==> config.mk <==
export PLATFORM = sky130hd
export DESIGN_NAME = writeback_commit
export DESIGN_NICKNAME = d
export VERILOG_FILES = /design/src/rtl/writeback_commit.sv
export SDC_FILE = /design/constraint.sdc
export NUM_CORES = 1
export LEC_CHECK = 0
export CELL_PAD_IN_SITES_DETAIL_PLACEMENT = 0
export CELL_PAD_IN_SITES_GLOBAL_PLACEMENT = 1
export CORE_ASPECT_RATIO = 0.7
export CORE_MARGIN = 2
export CORE_UTILIZATION = 48
export DETAILED_ROUTE_END_ITERATION = 10
export PLACE_DENSITY_LB_ADDON = 0.2
export SKIP_CTS_REPAIR_TIMING = 1
export SLEW_MARGIN = 40
export SYNTH_ARGS = -nofsm -noshare
export SYNTH_HDL_FRONTEND = slang
export SYNTH_SLANG_ARGS = --single-unit
==> constraint.sdc <==
create_clock -name clk -period 6 [get_ports clk]
set_input_delay 0.9 -clock clk [delete_from_list [all_inputs] [get_ports clk]]
set_output_delay 0.9 -clock clk [all_outputs]
set_load 0.1 [all_outputs]
==> src/rtl/writeback_commit.sv <==
// rtl/writeback_commit.sv - per-unit result queues, round-robin retirement to register file and scoreboard release
module writeback_commit #(
    parameter int NUM_UNITS  = 4,
    parameter int XLEN       = 32,
    parameter int REG_ADDR_W = 5,
    parameter int BUF_DEPTH  = 2
) (
    input  logic                             clk,
    input  logic                             rst_n,
    input  logic [NUM_UNITS-1:0]             unit_valid,
    output logic [NUM_UNITS-1:0]             unit_ready,
    input  logic [NUM_UNITS*REG_ADDR_W-1:0]  unit_rd,
    input  logic [NUM_UNITS*XLEN-1:0]        unit_data,
    input  logic                             commit_en,
    output logic                             rf_we,
    output logic [REG_ADDR_W-1:0]            rf_addr,
    output logic [XLEN-1:0]                  rf_data,
    output logic                             rel_write,
    output logic [REG_ADDR_W-1:0]            rel_address,
    output logic                             idle
);
    localparam int PTR_W = $clog2(NUM_UNITS);
    localparam int AW    = $clog2(BUF_DEPTH);
    localparam int CW    = AW + 1;

    logic [REG_ADDR_W-1:0] r_q_rd   [NUM_UNITS][BUF_DEPTH];
    logic [XLEN-1:0]       r_q_data [NUM_UNITS][BUF_DEPTH];
    logic [AW-1:0]         r_wr_ptr [NUM_UNITS];
    logic [AW-1:0]         r_rd_ptr [NUM_UNITS];
    logic [CW-1:0]         r_count  [NUM_UNITS];
    logic [CW-1:0]         w_count_next [NUM_UNITS];
    logic [NUM_UNITS-1:0]  r_ready;
    logic [PTR_W-1:0]      r_rr_ptr;

    logic [NUM_UNITS-1:0]  w_push;
    logic [NUM_UNITS-1:0]  w_pop;
    logic [NUM_UNITS-1:0]  w_nonempty;
    logic                  w_grant_vld;
    logic [PTR_W-1:0]      w_grant;
    logic [REG_ADDR_W-1:0] w_head_rd;
    logic [XLEN-1:0]       w_head_data;

    assign unit_ready = r_ready;
    assign w_push     = unit_valid & r_ready;

    always_comb begin
        for (int i = 0; i < NUM_UNITS; i++) begin
            w_nonempty[i]   = (r_count[i] != '0);
            w_count_next[i] = r_count[i] + CW'(w_push[i]) - CW'(w_pop[i]);
        end
    end

    // First non-empty queue at or after the round-robin pointer, with wrap.
    always_comb begin
        int idx;
        idx         = 0;
        w_grant_vld = 1'b0;
        w_grant     = '0;
        w_pop       = '0;
        if (commit_en) begin
            for (int k = 0; k < NUM_UNITS; k++) begin
                idx = (int'(r_rr_ptr) + k) % NUM_UNITS;
                if (!w_grant_vld && w_nonempty[idx]) begin
                    w_grant_vld = 1'b1;
                    w_grant     = PTR_W'(idx);
                end
            end
        end
        if (w_grant_vld) begin
            w_pop[w_grant] = 1'b1;
        end
    end

    assign w_head_rd   = r_q_rd[w_grant][r_rd_ptr[w_grant]];
    assign w_head_data = r_q_data[w_grant][r_rd_ptr[w_grant]];

    always_ff @(posedge clk) begin
        for (int i = 0; i < NUM_UNITS; i++) begin
            if (w_push[i]) begin
                r_q_rd[i][r_wr_ptr[i]]   <= unit_rd[i*REG_ADDR_W +: REG_ADDR_W];
                r_q_data[i][r_wr_ptr[i]] <= unit_data[i*XLEN +: XLEN];
            end
        end
    end

    // Ready follows the post-edge count, so a full queue never advertises space.
    always_ff @(posedge clk) begin
        if (!rst_n) begin
            for (int i = 0; i < NUM_UNITS; i++) begin
                r_wr_ptr[i] <= '0;
                r_rd_ptr[i] <= '0;
                r_count[i]  <= '0;
            end
            r_ready <= '0;
        end else begin
            for (int i = 0; i < NUM_UNITS; i++) begin
                if (w_push[i]) r_wr_ptr[i] <= r_wr_ptr[i] + AW'(1);
                if (w_pop[i])  r_rd_ptr[i] <= r_rd_ptr[i] + AW'(1);
                r_count[i] <= w_count_next[i];
                r_ready[i] <= (w_count_next[i] < CW'(BUF_DEPTH));
            end
        end
    end

    // x0 is still released because the issuer may have locked it.
    always_ff @(posedge clk) begin
        if (!rst_n) begin
            r_rr_ptr    <= '0;
            rf_we       <= 1'b0;
            rf_addr     <= '0;
            rf_data     <= '0;
            rel_write   <= 1'b0;
            rel_address <= '0;
        end else begin
            rel_write <= w_grant_vld;
            rf_we     <= w_grant_vld && (w_head_rd != '0);
            if (w_grant_vld) begin
                rf_addr     <= w_head_rd;
                rf_data     <= w_head_data;
                rel_address <= w_head_rd;
                r_rr_ptr    <= (w_grant == PTR_W'(NUM_UNITS - 1)) ? '0 : w_grant + PTR_W'(1);
            end
        end
    end

    assign idle = ~|w_nonempty & ~rel_write;

endmodule

; ---- After elaboration in Yosys (flattened, before gate mapping)
; Memory sizes are Yosys's and may differ from the RTL's.
; Cells that the tools add are included.
[totals]
reg_bits = 45
word_cells = 192
mem_bits_rw = 312
in_bits = 155
output_inout_bits = 49
n_memories = 5
[op_classes]
n_addsub = 20
n_eq_ne = 1
muxes = 96
n_reduce_logical = 22
order_cmp = 19
bitwise = 23
[memory_table]
columns = memory, depth, word_bits, rd, rd_clocked_by_memory_dff, wr, line
row1 = r_q_data, 4, 64, 1, 0, 4, 27  ; logic [XLEN-1:0] r_q_data [NUM_UNITS][BUF_DEPTH];
row2 = r_q_rd, 4, 10, 1, 0, 4, 26  ; logic [REG_ADDR_W-1:0] r_q_rd [NUM_UNITS][BUF_DEPTH];
row3 = r_count, 4, 2, 4, 0, 4, 30  ; logic [CW-1:0] r_count [NUM_UNITS];
row4 = r_rd_ptr, 4, 1, 5, 0, 4, 29  ; logic [AW-1:0] r_rd_ptr [NUM_UNITS];
row5 = r_wr_ptr, 4, 1, 4, 0, 4, 28  ; logic [AW-1:0] r_wr_ptr [NUM_UNITS];
[op_table]
columns = cell, n
row1 = 64-bit two-way mux, 4
row2 = 32-bit two-way mux, 7
row3 = 32-bit demux with 1-bit select, 4
row4 = 1-bit two-way mux, 50
row5 = 10-bit two-way mux, 4
row6 = 5-bit two-way mux, 7
row7 = 5-bit demux with 1-bit select, 4
row8 = 2-bit two-way mux, 10
row9 = 3-bit by 4-bit < comparator with 1-bit output (second input constant), 3
row10 = 1-bit OR, 12
row11 = 2-bit greater-or-equal comparator (second input constant), 5
row12 = 1-bit NOT with 2-bit output, 5
row13 = 1-bit logical AND, 9
row14 = 1-bit adder (second input constant), 8
row15 = 2-bit by 1-bit adder with 2-bit output, 4
row16 = 1-bit binary-select mux with 2-bit select, 4
row17 = 2-bit by 1-bit < comparator with 1-bit output (second input constant), 4
row18 = 2-bit < comparator (second input constant), 4
row19 = 2-bit nonzero test, 4
row20 = 2-bit by 1-bit subtractor with 2-bit output, 4
row21 = 2-bit by 3-bit < comparator with 1-bit output (second input constant), 2
row22 = 2-bit OR reduction, 3
row23 = 5-bit nonzero test, 1
row24 = 2-bit by 1-bit adder with 2-bit output (second input constant), 2
row25 = other kinds (11), 17

; ---- Depth between registers and ports, before layout
[logic_depth]
word_depth = 26
mapped_depth = 16
mapped_depth_nobuf = 13

; ---- Worst setup path before layout
; No wires, ideal clock.
[synth_path]
path_type = flip-flop to flip-flop
start = register r_ready[3], in the netlist unit_ready[3]
end = memory r_q_data[3][32] (netlist bit), enable pin
arrival_ns = 2.793
setup_ns = 0.431
required_time_ns = 5.569
path_slack_ns = 2.775
path_stages_with_launch = 3
path_buffers = 0
cell_sequence = dfxtp_1 nand2_1 nor2_1
[synth_lines]
columns = element, line
row1 = start: declaration, 32  ; logic [NUM_UNITS-1:0] r_ready;
row2 = start signal: indexed assignment, 100  ; r_ready[i] <= (w_count_next[i] < CW'(BUF_DEPTH));
row3 = end: declaration, 27

; ---- Final worst setup path
[layout_path]
start = input commit_en
end = register r_ready[3], in the netlist unit_ready[3]
[layout_via]
elab_chain_len = 8
elab_cells_between_ends = 10
cone_classes = 1 x add/sub / 3 x order compare / 5 x mux / 1 x reduce/logical
[layout_rtl]
columns = element, line
row1 = start: declaration, 14  ; input logic commit_en,
row2 = 2-bit two-way mux, 60  ; if (commit_en) begin
row3 = 2-bit by 3-bit < comparator with 1-bit output (implied by the code) or 2-bit by 1-bit greater-or-equal comparator with 1-bit output (tied branches), 70  ; w_pop[w_grant] = 1'b1;
row4 = 1-bit logical AND (implied by the code), 70
row5 = 1-bit two-way mux (implied by the code), 70
row6 = 1-bit demux with 2-bit select, 70
row7 = 4-bit two-way mux (*), 69  ; if (w_grant_vld) begin
row8 = 2-bit by 1-bit subtractor with 2-bit output (*), 49  ; w_count_next[i] = r_count[i] + CW'(w_push[i]) - CW'(w_pop[i]);
row9 = 2-bit < comparator (*), 100
; Mark *: on every way between the ends. The rest lies on a longest branch, timed or not.
; A chain may end at the register's enable or synchronous reset.

==> run summary <==
GRT Total Usage - 23.6%
DP Wirelength - 21.8 mm
final period utilization - 60.9%
CP endpoint kind - register
Die Area - 31200 um^2
Site Rows - 52
Max Root-Sink Buffers - 3
largest stage delay on the critical path - 0.67 ns
Placed Cells incl. Taps - 1564
Clock Latency Late Sink - 0.52 ns
Iter 0 DRT Violations - 726
count of final max-slew check failures - 0
I/O Pins - 204
IO buf count - 203
sequential-to-total area share from yosys stat - 70.9%
Crit Path Max Fanout - 74
via/cell ratio - 5.58
Critical-path top delay cell - clkdlybuf4s50_1
vias in the first global route - 8954
synthesized cell area - 14300 um^2
CP Launch Type - primary input
average size of a mapped cell - 13.7 um^2
post-route ant nets - 0
Initial Utilization - 49.1%
largest net degree at the start of global routing - 85
critical path type - in2reg
Core Region - 29100 um^2
fmax - 274 MHz
worst slew pin tran - 0.820 ns
synthesized flop and latch total - 357
hold-critical path endpoint - rf_data[26]
status - completed
synthesized netlist cell count - 1040
fin util - 60.3%
initial antenna violation count - 1
Slew HR - 45.3%
Yosys Warn Count - 0
Pwr Total - 9.27 mW
die width - 210 um
R2R setup slack - 2.47 ns
via count - 9088
commonest cells after routing, fill and taps aside - edfxtp_1, nand2_1, clkdlybuf4s50_1
Crit path required time - 6.41 ns
critical-path cell list - clkdlybuf4s50_1 -> a21boi_0 -> o221a_4 -> buf_4 -> ha_1 -> and3_1 -> ha_1 -> inv_1 -> ha_1 -> xor2_1 -> xnor2_1 -> and2_1
worst endpoint data arrival time - 4.06 ns
non-filler cells, final - 1629
unique cell type count in the Yosys netlist - 47
Final Critical Period - 3.65 ns
pre-CTS setup slack - 1.71 ns
first-pass GRT wire length - 54.6 mm
TritonRoute pass-1 iters - 5
Clock Pin Slew Worst Setup and Hold Paths - 0.07 ns
Syn Nets - 1207
CTS root buffer - clkbuf_16
Hold Path Cell Cnt - 2
Worst R2R End - rf_data[3]
total global routing overflow - 0
# H-tree levels - 2
Final Cell Area - 17500 um^2
Worst Skew - 0.0128 ns
Hold WS - 0.507 ns
P per Cell Area - 529 nW/um^2
Worst Reg-to-Reg Cells - 10
CTS sink cnt - 357
final worst slack - 2.35 ns
Crit path top cell by count - ha_1
Final setup viols - 0
CTS tree - yes
RSZ-0062 raised after global routing - no
Die H - 148 um
Sum Neg Setup Slack - 0 ns
Routed WL per cell - 22.4 um
Hold Vio Cnt, Final - 0
Cell Area, Placed - 16400 um^2
Layout Nets - 1391
Synth Flop Type - edfxtp_1
CP startpoint - commit_en
min-delay src - rf_data[26]
Max Cap Viol - 0
detailed-route DRC error count - 0
fraction of layout cells with a size suffix above 1 - 13.0%
CTS Buf Count - 36
Post-synth ARST share - 0%
Syn-to-layout area delta - 22.7%
final WL - 36.5 mm
commonest non-fill, non-tap cell in the layout - edfxtp_1
VDD IR max - 0.000362 V
Hold Path Class - reg2reg
leakage power total - 6.47 nW
placer's final routability congestion estimate - 0.798
EDFF count, synth - 298
worst r2r src - r_count[3][0]
-- worst max-delay path: cells and delay by family --
family,cells,cell delay (ns)
fa+ha+maj,3,0.67
simple gates,2,0.34
compound gates,2,0.49
buf+inv,3,1.38
xor+xnor,2,0.28
-- flip-flops by register name (all words and copies together) (netlist names) --
signal       flops
rel_address      5
r_count          8
rf_data         32
r_rr_ptr         2
r_q_data       256
rel_write        1
r_rd_ptr         4
r_wr_ptr         4
unit_ready       4
r_q_rd          40
rf_we            1
-- worst max path at each step --
stage / endpoint / cells after the start
floorplan: r_q_data[3][32] / 2
global placement: unit_ready[3] / 12
detailed placement: unit_ready[3] / 12
CTS: unit_ready[3] / 12
global route: unit_ready[3] / 12
finish: unit_ready[3] / 12
-- routing by layer --
metal	share of wire, %	routed length, um	track usage, %
met3	8.2	2990	4.18
met2	45	16600	37.1
met5	0	0	0
met4	1.6	580	5.67
met1	45	16400	34.5
-- cell type report --
class / instances / area (um^2)
clock buffers: 49 / 1000
well taps: 378 / 473
flip-flops and latches: 357 / 10100
diodes: 1 / 2.50
multi-input cells: 591 / 3750
clock inverters: 15 / 153
repair buffers: 219 / 1950
fillers: 2294 / 11600
inverters: 19 / 73.8
-- cell families after synthesis --
group | share of synthesized area [%]
compound gates | 8.83
xor+xnor | 0.858
fa+ha+maj | 1.05
buf+inv | 3.20
flops | 70.9
mux | 2.49
simple gates | 12.7
-- report_power, final --
part / internal (mW) / leakage (nW) / switching, mW / total (mW)
registers: 3.09 / 3.22 / 0.195 / 3.29
logic: 1.04 / 2.70 / 2.73 / 3.77
clock network: 1.30 / 0.561 / 0.910 / 2.21
total: 5.43 / 6.47 / 3.84 / 9.27
-- Yosys cell counts, types with 2 or more instances --
cell type | n | share of area, %
clkbuf_1 | 35 | 0.92
xnor2_1 | 7 | 0.43
nand2_1 | 264 | 6.9
mux2_1 | 3 | 0.24
mux2i_1 | 16 | 1.1
dfxtp_1 | 59 | 8.3
ha_1 | 12 | 1.1
o21ai_0 | 3 | 0.11
a211oi_1 | 2 | 0.11
a311o_1 | 64 | 4.5
buf_6 | 6 | 0.47
a311oi_2 | 20 | 2.1
nand2b_1 | 5 | 0.22
o211a_1 | 2 | 0.14
and2_1 | 9 | 0.39
mux4_2 | 6 | 0.95
edfxtp_1 | 298 | 63
inv_1 | 17 | 0.45
buf_2 | 20 | 0.70
inv_2 | 2 | 0.053
a21oi_1 | 3 | 0.11
o221a_2 | 2 | 0.16
and3_1 | 73 | 3.2
or2_1 | 2 | 0.088
a311oi_1 | 13 | 0.80
a31oi_1 | 2 | 0.088
xor2_1 | 7 | 0.43
nand3_1 | 3 | 0.11
nor2_1 | 57 | 1.5
buf_4 | 11 | 0.58
Note: power is estimated with default switching activity, not from simulation.
